## src/rtl/addr8u_tmr_sched.sv

```systemverilog
// addr8u_tmr_sched: two-requester scheduler for a shared 8-bit unsigned adder.
// Each accepted request runs twice on the adder, with the operands swapped on
// the second run (time redundancy). When the two results disagree the pair of
// runs is repeated, up to MAX_RETRY extra times. The final result is returned
// on a valid/ready response port, with an error flag if the mismatch was never
// resolved. Grants alternate round-robin between the two requesters.
module addr8u_tmr_sched #(
  parameter int MAX_RETRY = 2,  // re-executions after a mismatch, 0..7
  parameter int SAT_ERR   = 1   // 1: err_count saturates at 255, 0: wraps
) (
  input  logic       clk,
  input  logic       rst,
  // requester 0
  input  logic       req0_valid,
  output logic       req0_ready,
  input  logic [7:0] req0_a,
  input  logic [7:0] req0_b,
  // requester 1
  input  logic       req1_valid,
  output logic       req1_ready,
  input  logic [7:0] req1_a,
  input  logic [7:0] req1_b,
  // shared external adder
  output logic [7:0] add_a,
  output logic [7:0] add_b,
  input  logic [8:0] add_o,
  // response
  output logic       rsp_valid,
  input  logic       rsp_ready,
  output logic       rsp_id,
  output logic [8:0] rsp_sum,
  output logic       rsp_err,
  output logic [7:0] err_count,
  output logic       busy
);

  typedef enum logic [1:0] {
    IDLE = 2'd0,
    RUN1 = 2'd1,
    RUN2 = 2'd2,
    RESP = 2'd3
  } state_t;

  localparam logic [2:0] RETRY_LIMIT = 3'(MAX_RETRY);
  localparam logic       SATURATE    = (SAT_ERR != 0);

  state_t     state;
  state_t     state_next;
  logic       prio;        // requester currently holding priority
  logic [7:0] op_a;        // operands latched at accept
  logic [7:0] op_b;
  logic       id;          // owner of the transaction in flight
  logic [8:0] r1;          // first-run result
  logic [2:0] retry;       // re-executions used so far
  logic [8:0] sum;
  logic       err;
  logic [7:0] err_cnt;

  logic       grant0;
  logic       grant1;
  logic       accept;
  logic       mismatch;
  logic       retry_left;
  logic       handshake;

  // Arbitration: the priority requester wins when valid, otherwise the other.
  always_comb begin
    grant0 = 1'b0;
    grant1 = 1'b0;
    if (state == IDLE) begin
      if (prio == 1'b0) begin
        grant0 = req0_valid;
        grant1 = !req0_valid && req1_valid;
      end else begin
        grant1 = req1_valid;
        grant0 = !req1_valid && req0_valid;
      end
    end
  end

  // Ready is purely combinational from the grant; held low while in reset.
  assign req0_ready = grant0 && !rst;
  assign req1_ready = grant1 && !rst;
  assign accept     = grant0 || grant1;

  assign mismatch   = (add_o != r1);
  assign retry_left = (retry < RETRY_LIMIT);
  assign handshake  = (state == RESP) && rsp_ready;

  // Next-state logic.
  always_comb begin
    state_next = state;
    case (state)
      IDLE: if (accept) state_next = RUN1;
      RUN1: state_next = RUN2;
      RUN2: begin
        if (mismatch && retry_left) state_next = RUN1;
        else                        state_next = RESP;
      end
      RESP: if (rsp_ready) state_next = IDLE;
      default: state_next = IDLE;
    endcase
  end

  // Adder operand mux: straight in RUN1, swapped in RUN2, zero otherwise.
  always_comb begin
    add_a = 8'd0;
    add_b = 8'd0;
    case (state)
      RUN1: begin
        add_a = op_a;
        add_b = op_b;
      end
      RUN2: begin
        add_a = op_b;
        add_b = op_a;
      end
      default: begin
        add_a = 8'd0;
        add_b = 8'd0;
      end
    endcase
  end

  // State register.
  always_ff @(posedge clk or posedge rst) begin
    if (rst) state <= IDLE;
    else     state <= state_next;
  end

  // Transaction context: operands, owner and retry count captured at accept.
  always_ff @(posedge clk or posedge rst) begin
    if (rst) begin
      op_a  <= 8'd0;
      op_b  <= 8'd0;
      id    <= 1'b0;
      retry <= 3'd0;
    end else if (state == IDLE && accept) begin
      op_a  <= grant1 ? req1_a : req0_a;
      op_b  <= grant1 ? req1_b : req0_b;
      id    <= grant1;
      retry <= 3'd0;
    end else if (state == RUN2 && mismatch && retry_left) begin
      retry <= retry + 3'd1;
    end
  end

  // First-run result capture.
  always_ff @(posedge clk or posedge rst) begin
    if (rst)                r1 <= 9'd0;
    else if (state == RUN1) r1 <= add_o;
  end

  // Response payload is loaded only when leaving RUN2 towards RESP,
  // so it stays stable for the whole RESP phase.
  always_ff @(posedge clk or posedge rst) begin
    if (rst) begin
      sum <= 9'd0;
      err <= 1'b0;
    end else if (state == RUN2 && !(mismatch && retry_left)) begin
      sum <= r1;
      err <= mismatch;
    end
  end

  // Mismatch event counter, saturating or wrapping by parameter.
  always_ff @(posedge clk or posedge rst) begin
    if (rst) begin
      err_cnt <= 8'd0;
    end else if (state == RUN2 && mismatch) begin
      if (!(SATURATE && err_cnt == 8'hFF)) err_cnt <= err_cnt + 8'd1;
    end
  end

  // Round-robin: after a response is taken, priority goes to the other side.
  always_ff @(posedge clk or posedge rst) begin
    if (rst)            prio <= 1'b0;
    else if (handshake) prio <= ~id;
  end

  assign rsp_valid = (state == RESP);
  assign rsp_id    = id;
  assign rsp_sum   = sum;
  assign rsp_err   = err;
  assign err_count = err_cnt;
  assign busy      = (state != IDLE);

endmodule

```

## config.mk

```make
export PLATFORM = sky130hd
export DESIGN_NAME = addr8u_tmr_sched
export DESIGN_NICKNAME = d
export VERILOG_FILES = /design/src/rtl/addr8u_tmr_sched.sv
export SDC_FILE = /design/constraint.sdc
export NUM_CORES = 1
export LEC_CHECK = 0
export ABC_AREA = 1
export BUFFER_PORTS_ARGS = -buffer_cell sky130_fd_sc_hd__buf_2
export CORE_ASPECT_RATIO = 0.75
export CORE_MARGIN = 1.5
export CORE_UTILIZATION = 57
export CTS_BUF_LIST = sky130_fd_sc_hd__clkbuf_2 sky130_fd_sc_hd__clkbuf_4 sky130_fd_sc_hd__clkbuf_8
export DETAILED_ROUTE_END_ITERATION = 12
export PLACE_DENSITY = 0.88
export SLEW_MARGIN = 25
export SYNTH_ARGS = -nofsm -noshare
export SYNTH_HDL_FRONTEND = slang
export SYNTH_SLANG_ARGS = --single-unit
```

## constraint.sdc

```tcl
create_clock -name clk -period 5.46 [get_ports clk]
set_clock_uncertainty 0.1 [all_clocks]
set_input_delay 1.092 -clock clk [delete_from_list [all_inputs] [get_ports clk]]
set_output_delay 1.092 -clock clk [all_outputs]
set_load 0.05 [all_outputs]
```

# Word-level counts from Yosys, hierarchy flattened
# Cells that the tools add are included.
dict set report word_totals {
  reg_bits 50
  inputBits 46
  out_inout_bits 39
}
dict set report op_classes {
  add_sub_neg 2
  order_cmp 1
  n_eq_ne 7
  n_mux 14
  n_bitwise 2
  n_reduce_logical 20
}
# cell n
set op_table {}
lappend op_table {{$pmux 8 s2} 2}
lappend op_table {{$mux 8} 2}
lappend op_table {{$logic_and 1x1->1} 10}
lappend op_table {{$ne 9x9->1} 1}
lappend op_table {{$add 8x1->8 const B} 1}
lappend op_table {{$eq 8x8->1 const B} 1}
lappend op_table {{$pmux 2 s4} 1}
lappend op_table {{$mux 2} 3}
lappend op_table {{$mux 3} 2}
lappend op_table {{$eq 2x2->1 const B} 2}
lappend op_table {{$logic_not 1->1} 4}
lappend op_table {{$mux 1} 4}
lappend op_table {{$reduce_and 2->1} 2}
lappend op_table {{$reduce_bool 2->1} 2}
lappend op_table {{$add 3x1->3 const B} 1}
lappend op_table {{$lt 3x2->1 const B} 1}
lappend op_table {{$eq 2x1->1 const B} 1}
lappend op_table {{$logic_not 2->1} 1}
lappend op_table {{$ne 2x1->1 const B} 1}
lappend op_table {{$ne 2x2->1 const B} 1}
lappend op_table {{$not 1->1} 2}
lappend op_table {{$logic_or 1x1->1} 1}

# Depth between registers and ports, before layout
dict set report depth {
  word_depth 7
  ltp_mapped 11
}

# Worst setup path before layout
# Ideal clock, no wire load.
dict set report synth_timing {
  kind {input to output}
  start {in req1_valid}
  end {out req1_ready}
  arrival_time_ps 2272
  path_slack_ps 1996
  cell_stages 5
  n_path_buf 1
  cell_sequence {nand2_1 > a21oi_2 > inv_2 > buf_6 > nor2_1}
}
dict set report synth_between {
  elab_chain_cells 4
}
# element line
set synth_rtl {}
lappend synth_rtl {{start, declared} 19} ;# input logic req1_valid,
lappend synth_rtl {{$logic_and 1x1->1} 73} ;# grant1 = !req0_valid && req1_valid;
lappend synth_rtl {{$mux 1 (*)} 71} ;# if (prio == 1'b0) begin
lappend synth_rtl {{$mux 1 (*)} 70} ;# if (state == IDLE) begin
lappend synth_rtl {{$logic_and 1x1->1 (*)} 83} ;# assign req1_ready = grant1 && !rst;
lappend synth_rtl {{end, declared} 20} ;# output logic req1_ready,
# Mark *: on every way between the ends. The rest lies on a longest branch, timed or not.

# Final worst setup path
# Same ends and word-level chain as after synthesis.

==> summary.txt <==
Run
  • Max cap viols: 0

Timing
  • Slew HR: 44.3%
  • Final Hold Viols: 0
  • Final Cycle Share: 67.6%
  • Final Max Tran Viols: 0
  • Setup TNS: 0 ns
  • Final setup vio count: 0
  • Fmax achieved: 271 MHz
  • WHS: 0.388 ns
  • Min cycle time layout: 3.69 ns
  • Slew @ Worst Pin: 0.834 ns
  • RSZ-0062 raised after global routing: false

Clock tree
  • Worst-path clk slew: 0.09 ns
  • CTS tree: built
  • CTS hold repair buffers: 0
  • CTS sink count: 50
  • Number of post-CTS setup repair buffers: 0
  • Post-cts sizing count: 0
  • Max Buffers Root-to-Sink: 2
  • Clock Latency Late Sink: 0.31 ns
  • H-Tree Depth: 2
  • Total CTS buffers: 5
  • Root Buffer: clkbuf_8

Pwr
  • Combinational share of power: 58.6%
  • Total power: 2.15 mW
  • Switching Share: 54.4%
  • Pleak: 1.70 nW
  • Cell area power density: 663 mW/mm^2
  • Net Sw Power: 1.17 mW
  • Maximum vdd drop: 343 uV
  • Sequential share of power: 30.9%
  • Clock share of power: 10.5%
  • Int Power: 0.981 mW

Logic synthesis
  • Synth unique cells: 27
  • Ranking of synthesized cells by area: dfrtp_1 46%, nand2_1 14%, o21ai_0 6.2%, a21oi_1 3.5%, nor2_1 3.4%
  • Area share of fa/ha/maj cells after synthesis: 2.74%
  • Post-synthesis compound-gate area fraction: 16.2%
  • Synth async-reset ratio: 100%
  • Cell Area, Synth: 0.00274 sq mm
  • Cell with the most instances after synthesis: nand2_1
  • Largest area contributor in the netlist: dfrtp_1
  • Avg Inst Size Synth: 7.95 sq um
  • Mux share of post-synthesis cell area: 0%
  • XOR/XNOR share of the synthesized area: 4.16%
  • Register area share after synthesis: 45.7%
  • Post-synth top flop: dfrtp_1
  • Syn Nets: 396
  • Cells after synthesis: 344
  • Yosys top cell area share: 45.7%
  • Top cells by count, synth: 102 x nand2_1, 50 x dfrtp_1, 34 x o21ai_0
  • Number of enable flip-flop cells after synthesis: 0
  • Yosys warnings: 0
  • Yosys reg bits: 50
  • Largest family of logic cells by synthesized area: simple AND/OR/NAND/NOR gates
  • Simple-gate portion of the synthesized area: 24.6%

Placement
  • DP HPWL: 4380 microns
  • Buffers on Ports: 84
  • Placer Congestion: 0.857

Critical path
  • CP Capture Type: primary output
  • Data arrival, critical path: 2.50 ns
  • Setup crit start: req1_valid
  • Max stage delay cell, worst path: a21oi_2
  • FF-to-FF Start: state[0]
  • Startpoint Class: input port
  • Crit path kind: input port to primary output
  • Required time of the critical path: 4.27 ns
  • Reg2reg path depth: 8
  • Maximum fanout along the worst path: 18
  • Crit path top cell by count: buf_2
  • Worst path cell trace: buf_2 > nand2_1 > a21oi_2 > inv_2 > nor2_1 > buf_2
  • Crit path largest cell delay: 0.52 ns

Global route
  • First-pass GRT wire length: 10400 microns
  • Antenna violations before repair: 0
  • GRT Total Usage: 24.7%
  • Vias in the first global route: 2445
  • Congestion Overflow GR: 0
  • Largest net degree at the start of global routing: 51

Detailed routing
  • Residual DRC: 0
  • DR vias: 2508
  • Routed vias/inst: 5.24
  • Detailed Route WL: 6050 microns
  • Iter 0 DRT Violations: 168
  • DRT antenna net count: 0
  • Drt pass-1 iters: 5
  • WL/cell: 12.6 microns

Die
  • Row Count: 21
  • Die area: 0.00523 sq mm
  • Die Y: 63.0 microns
  • Die extent in x: 83.0 microns
  • Ports: 85
  • Initial core utilization: 60.2%
  • Core footprint: 0.00455 sq mm

Final layout
  • Post-Route Utilization: 71.4%
  • Final net count: 473
  • ANT cells: 0
  • Fillcell total: 338
  • Layout cells sized above 1: 29.9%
  • Area grow syn2layout: 18.7%

Status
  • Outcome: finished clean

Worst hold path
  • HP Start: rsp_sum[4]
  • Hold Crit Depth: 2
  • HP Class: register to register
## layout by cell type, fill, tap and decap left out, types with 3 or more instances in the layout
cell and count:
nand2_1 102, buf_2 84, dfrtp_1 50, o21ai_0 34, nor2_1 25, inv_1 21, a21oi_1 19, nand3_1 12
xnor2_1 10, nand2_2 10, o21ai_1 10, o21ai_2 9, ha_1 6, clkbuf_8 6, inv_2 3, nand2_4 3
xor2_1 3
## sequential cells by signal (all words and copies together), names as in the netlist
signal     cells
r1             9
op_a           8
rsp_err        1
state          2
rsp_id         1
prio           1
rsp_sum        9
op_b           8
retry          3
err_count      8
## cell type report
| type | count | area (sq um) | area share (%) |
|---|---|---|---|
| multi-input cells | 254 | 1310 | 40.2 |
| flip-flops and latches | 50 | 1250 | 38.5 |
| repair buffers | 85 | 428 | 13.2 |
| inverters | 25 | 95.1 | 2.93 |
| clock buffers | 6 | 82.6 | 2.54 |
| well taps | 57 | 71.3 | 2.20 |
| clock inverters | 2 | 12.5 | 0.385 |
## worst max-delay path: cells and delay by family
family	cells	cell delay [ns]
simple gates	2	0.22
compound gates	1	0.52
buf+inv	3	0.66
## per-stage QoR
stage / cell area [sq um] / instances / setup WS (ns)
5_1_grt: 3250 / 479 / 1.61
2_1_floorplan: 2740 / 344 / 2.00
6_report: 3250 / 479 / 1.77
4_1_cts: 3250 / 479 / 1.80
3_5_place_dp: 3150 / 471 / 1.80
3_3_place_gp: 3150 / 471 / 1.83
## worst paths after layout
kind	slack [ns]	endpoint
hold reg to reg	0.39	rsp_sum[4]
setup reg to reg	3.09	retry[1]
hold / removal	0.39	rsp_sum[4]
setup / recovery	1.77	req1_ready
max in group asynchronous	3.92	op_a[5]
min in group asynchronous	0.84	rsp_id
## cell families after synthesis
| family | count (synthesis) |
|---|---|
| flops | 50 |
| fa+ha+maj | 6 |
| simple gates | 158 |
| xor+xnor | 13 |
| buf+inv | 40 |
| compound gates | 77 |
## layer usage
metal | GRT usage, % | share of wire (%) | vias to the layer above
li1 | - | - | 1255
met1 | 30.2 | 44 | 1136
met2 | 42.9 | 46 | 104
met3 | 4.76 | 8.1 | 13
met4 | 10.6 | 1.9 | 0
met5 | 0 | 0 | -
## power by group through the flow
stage	Sequential, mW	Combinational (mW)	Clock [mW]
after floorplan	0.820	0.860	0
after global placement	0.661	1.24	0
after detailed placement	0.670	1.26	0
after CTS	0.663	1.27	0.228
after global routing	0.684	1.38	0.245
final	0.665	1.26	0.225
Power figures use the tool's default switching activity.
